`config.mk`:
```
export PLATFORM = sky130hd
export DESIGN_NAME = card_frame_tx
export DESIGN_NICKNAME = d
export VERILOG_FILES = /design/src/rtl/card_frame_tx.sv
export SDC_FILE = /design/constraint.sdc
export NUM_CORES = 1
export LEC_CHECK = 0
export CAP_MARGIN = 40
export CORE_MARGIN = 5
export CORE_UTILIZATION = 45
export DETAILED_ROUTE_END_ITERATION = 10
export PLACE_DENSITY = 0.71
export SKIP_CTS_REPAIR_TIMING = 1
export SLEW_MARGIN = 30
export SYNTH_ARGS = -nofsm -noshare
export SYNTH_HDL_FRONTEND = slang
export SYNTH_SLANG_ARGS = --single-unit
```
`constraint.sdc`:
```
create_clock -name clk -period 4.2 [get_ports clk]
set_input_delay 0.42 -clock clk [delete_from_list [all_inputs] [get_ports clk]]
set_output_delay 0.42 -clock clk [all_outputs]
set_load 0.03 [all_outputs]
```
`src/rtl/card_frame_tx.sv`:
```
// Framed UART transmitter for the card link: writes SOF, TYPE, LEN, payload and
// an XOR checksum into the UART TX FIFO, one byte per cycle that the FIFO accepts.
module card_frame_tx #(
  parameter int         MAX_PAYLOAD = 8,
  parameter logic [7:0] SOF_BYTE    = 8'hA5
) (
  input  logic                     clk,
  input  logic                     rst,
  input  logic                     req_valid,
  output logic                     req_ready,
  input  logic [7:0]               req_type,
  input  logic [3:0]               req_len,
  input  logic [8*MAX_PAYLOAD-1:0] req_payload,
  input  logic                     tx_full,
  output logic                     wr_uart,
  output logic [7:0]               w_data,
  output logic                     busy,
  output logic                     frame_done,
  output logic                     err_len
);

  typedef enum logic [2:0] {
    S_IDLE, S_SOF, S_TYPE, S_LEN, S_PAYLOAD, S_CHK
  } state_t;

  localparam logic [3:0] MAX_LEN = 4'(MAX_PAYLOAD);

  state_t                   r_state;
  state_t                   w_next;
  logic [7:0]               r_type;
  logic [3:0]               r_len;
  logic [3:0]               r_idx;
  logic [7:0]               r_chk;
  logic [8*MAX_PAYLOAD-1:0] r_payload;
  logic                     r_done;
  logic                     r_err;
  logic                     w_accept;
  logic                     w_reject;
  logic                     w_last_pl;
  logic [7:0]               w_pl_byte;

  assign w_accept   = (r_state == S_IDLE) && req_valid && (req_len <= MAX_LEN);
  assign w_reject   = (r_state == S_IDLE) && req_valid && (req_len > MAX_LEN);
  assign w_last_pl  = (r_idx == r_len - 4'd1);
  assign req_ready  = (r_state == S_IDLE);
  assign busy       = (r_state != S_IDLE);
  assign frame_done = r_done;
  assign err_len    = r_err;

  always_comb begin
    w_pl_byte = 8'h00;
    for (int i = 0; i < MAX_PAYLOAD; i++) begin
      if (r_idx == 4'(i)) w_pl_byte = r_payload[8*i +: 8];
    end
  end

  // Every non-idle state emits exactly one byte and advances only when it is written.
  always_comb begin
    w_next  = r_state;
    wr_uart = (r_state != S_IDLE) && !tx_full;
    w_data  = 8'h00;
    case (r_state)
      S_IDLE: begin
        if (w_accept) w_next = S_SOF;
      end
      S_SOF: begin
        w_data = SOF_BYTE;
        if (wr_uart) w_next = S_TYPE;
      end
      S_TYPE: begin
        w_data = r_type;
        if (wr_uart) w_next = S_LEN;
      end
      S_LEN: begin
        w_data = {4'b0000, r_len};
        if (wr_uart) w_next = (r_len != 4'd0) ? S_PAYLOAD : S_CHK;
      end
      S_PAYLOAD: begin
        w_data = w_pl_byte;
        if (wr_uart && w_last_pl) w_next = S_CHK;
      end
      S_CHK: begin
        w_data = r_chk;
        if (wr_uart) w_next = S_IDLE;
      end
      default: w_next = S_IDLE;
    endcase
  end

  always_ff @(posedge clk or posedge rst) begin
    if (rst) begin
      r_state   <= S_IDLE;
      r_type    <= 8'h00;
      r_len     <= 4'd0;
      r_idx     <= 4'd0;
      r_chk     <= 8'h00;
      r_payload <= '0;
      r_done    <= 1'b0;
      r_err     <= 1'b0;
    end else begin
      r_state <= w_next;
      r_done  <= (r_state == S_CHK) && wr_uart;
      r_err   <= w_reject;
      if (w_accept) begin
        r_type    <= req_type;
        r_len     <= req_len;
        r_payload <= req_payload;
        r_chk     <= 8'h00;
        r_idx     <= 4'd0;
      end else if (wr_uart) begin
        // SOF is deliberately left out of the checksum.
        if (r_state == S_TYPE || r_state == S_LEN || r_state == S_PAYLOAD)
          r_chk <= r_chk ^ w_data;
        if (r_state == S_PAYLOAD)
          r_idx <= r_idx + 4'd1;
      end
    end
  end

endmodule

```
==> impl_metrics.py, run 1 <==
metrics = {
    "run_status": {
        "status": "finished clean",
    },
    "clock_tree": {
        "cts_tree": "yes",
        "cts_root_buf": "clkbuf_8",
        "cts_buffers": 9,
        "clockBufferDepth": 2,
        "htreeDepth": 3,
        "clock-sinks": 93,
        "clock_latency_ps": 360,
        "clkSlewWorstSetupHoldPaths_ps": 90,
    },
    "global_route": {
        "grt_start_max_net_pins": 56,
        "antenna_found_initial": 0,
        "grt_overflow": 0,
        "grt_util_all_layers": 0.205,
        "first_global_vias": 4311,
        "grt_pass1_wl_um": 21300,
    },
    "timing": {
        "relSlewSlack": 0.574,
        "finalMaxSlewViolations": 0,
        "fin_crit_sh": 0.888,
        "worst-slew-pin-transition_ps": 639,
        "fin_worst_skew_ps": 7.00,
        "setup_viol": 0,
        "fmax_ghz": 0.268,
        "fin_crit_ps": 3730,
        "hold_viol": 0,
        "grt_setup_unrepaired": "no",
        "setup_tns_ps": 0,
    },
    "synth": {
        "synthTopCellsByArea": "dfrtp_1 (48%), nand2_1 (19%), o21ai_0 (2.5%)",
        "synth_cell_type_count": 52,
        "synth_cells": 582,
        "async_flop_share": 1.00,
        "synth_edf_count": 0,
        "synth_top_cell_by_area": "dfrtp_1",
        "synthFlopType": "dfrtp_1",
        "syn_avg_cell_area_um2": 8.38,
        "synth-seq-area-share": 0.477,
        "synth_fp_nets": 669,
        "syn_area_um2": 4880,
        "synth-seq-cells": 93,
        "synth_top_area_share": 0.477,
        "yosysWarnings": 0,
        "synthTopCellsByCount": "nand2_1 (244), dfrtp_1 (93), o21ai_0 (24)",
        "yosysMostFrequentCell": "nand2_1",
    },
    "detailed_routing": {
        "drt_first_pass_iters": 5,
        "route.detailed.drc": 0,
        "ant_nets": 0,
        "vias_per_cell": 5.35,
        "finalWirelength_um": 12900,
        "vias": 4300,
        "drt_iter0_drc": 284,
        "wl_per_cell_um": 16.1,
    },
    "placed_design": {
        "gp_congestion": 0.937,
        "portBuffers": 92,
        "hpwl_um": 9750,
        "dpl.cell_count": 788,
        "placed_area_um2": 5910,
    },
    "worst_hold_path": {
        "hp-class": "input pin to async pin",
    },
    "finish": {
        "design_area_um2": 6090,
        "drive_gt1_frac": 0.0693,
        "n_antenna_cell": 0,
        "nets": 747,
        "layout.cells.non_filler": 804,
        "syn_to_final_growth_pct": 24.9,
        "fill_cells": 1049,
    },
    "pwr": {
        "p_per_area_nw_per_um2": 684,
        "ir_worst_vdd_uv": 420,
        "p_leak_uw": 0.00279,
    },
    "worst_setup_path": {
        "startpoint_type": "flop",
        "cpPeakStageDelay_ps": 730,
        "rr_worst_depth": 8,
        "crit_path_end_kind": "output port",
        "crit_type": "flop to output port",
        "crit_chain": "inv_1 > ha_1 > nor2b_2 > a221oi_1 > o32a_1 > o32ai_2 > clkdlybuf4s50_1",
        "path_max_fanout": 11,
        "worst-path-buf-inv": 2,
        "r2r_start": "r_idx[0]",
        "cp_top_family": "buffers and inverters",
        "arrival_ps": 3310,
        "r2r-end": "r_chk[5]",
        "r2r_setup_slack_ps": 1620,
        "cpMaxStageDelayCell": "clkdlybuf4s50_1",
        "required_ps": 3780,
    },
    "floorplanning": {
        "fp.coreArea_um2": 10700,
        "die_w_um": 114,
        "ioPinCount": 93,
        "dieArea_um2": 13000,
        "start_util": 0.454,
        "die_y_um": 114,
        "rows": 38,
    },
    "flow_run": {
        "maxCapViolCount": 0,
    },
}
-- worst reg2reg max path, cell delays in order, from the launching register on --
cell	delay [ps]
dfrtp_1	480
inv_1	120
ha_1	310
nor2b_2	480
a221oi_1	150
o32a_1	390
o32ai_2	300
nand2_1	110
mux2i_1	130
-- report_power, final --
part	internal (uW)	switching, uW
Combinational	844	1160
Clock	226	310
Sequential	1290	344
-- area by class of cell --
class	count	area, um2	share of cell area
sequential	93	2330	0.382
tap	140	175	0.0288
inverter	18	68.8	0.0113
multi-input combinational	437	2340	0.384
timing repair buffer	101	1010	0.166
clock buffer	11	141	0.0232
clock inverter	4	25.0	0.00411
-- flip-flops by register name, summed over array words and instances (netlist names) --
register,cells
r_len,4
r_idx,4
r_chk,8
r_payload,64
r_state,3
frame_done,1
err_len,1
r_type,8
-- metrics by stage --
step / setup slack [ps] / power [uW] / hold slack (ps) / util
finish: 470 / 4170 / 325 / 0.567
global placement: 731 / 3580 / 466 / 0.547
detailed placement: 658 / 3640 / 467 / 0.550
CTS: 235 / 4180 / 324 / 0.565
floorplan: 1360 / 2970 / 437 / -
global route: 264 / 4460 / 341 / 0.567
-- cells in the final DEF, fill, tap and decap left out, types with 7 or more instances in the layout --
master,netlist,layout
clkdlybuf4s50_1,0,92
inv_1,17,16
nor3_1,7,7
dfrtp_1,93,93
nand2b_1,11,11
nor2b_1,18,17
a31oi_1,8,8
o21ai_0,24,24
clkbuf_8,0,10
nor2_1,11,11
mux2i_1,10,10
o22ai_2,7,7
nand2_1,244,244
a221oi_1,10,10
a21oi_1,20,20
ha_1,7,7
-- how the worst max path moves through the flow --
| stage | start | end | slack [ps] | depth (start not counted) |
|---|---|---|---|---|
| 2_1_floorplan | rst | err_len | 1360 | 1 |
| 3_3_place_gp | r_idx[0] | w_data[5] | 730 | 7 |
| 3_5_place_dp | r_idx[0] | w_data[5] | 660 | 7 |
| 4_1_cts | r_idx[0] | w_data[5] | 230 | 7 |
| 5_1_grt | r_idx[0] | w_data[5] | 260 | 7 |
| 6_report | r_idx[0] | w_data[5] | 470 | 7 |
-- logic make-up (layout without fill, tap and decap cells) --
family / count (synthesis) / after routing / share of synthesized area
AND/OR/NAND/NOR: 314 / 314 / 0.279
AO/OA/AOI/OAI: 96 / 96 / 0.142
flip-flops: 93 / 93 / 0.477
buffers and inverters: 52 / 134 / 0.0449
multiplexers: 10 / 10 / 0.0205
XOR/XNOR: 9 / 9 / 0.0162
adder cells (fa/ha/maj): 8 / 8 / 0.0200
-- per-layer routing --
metal	up-vias	GRT usage	part of all wire
li1	2083	-	-
met1	2052	0.280	0.45
met2	140	0.326	0.47
met3	25	0.0322	0.052
met4	0	0.0831	0.026
met5	-	0	0
Note: power is estimated with default switching activity, not from simulation.
==> run 2, diff against run 1 <==
--- a/config.mk
+++ b/config.mk
@@ -15,3 +15,4 @@
 export SYNTH_ARGS = -nofsm -noshare
 export SYNTH_HDL_FRONTEND = slang
 export SYNTH_SLANG_ARGS = --single-unit
+export TNS_END_PERCENT = 20
==> results of run 2 <==
No change in the layout: final DEF, timing and power equal those of run 1.
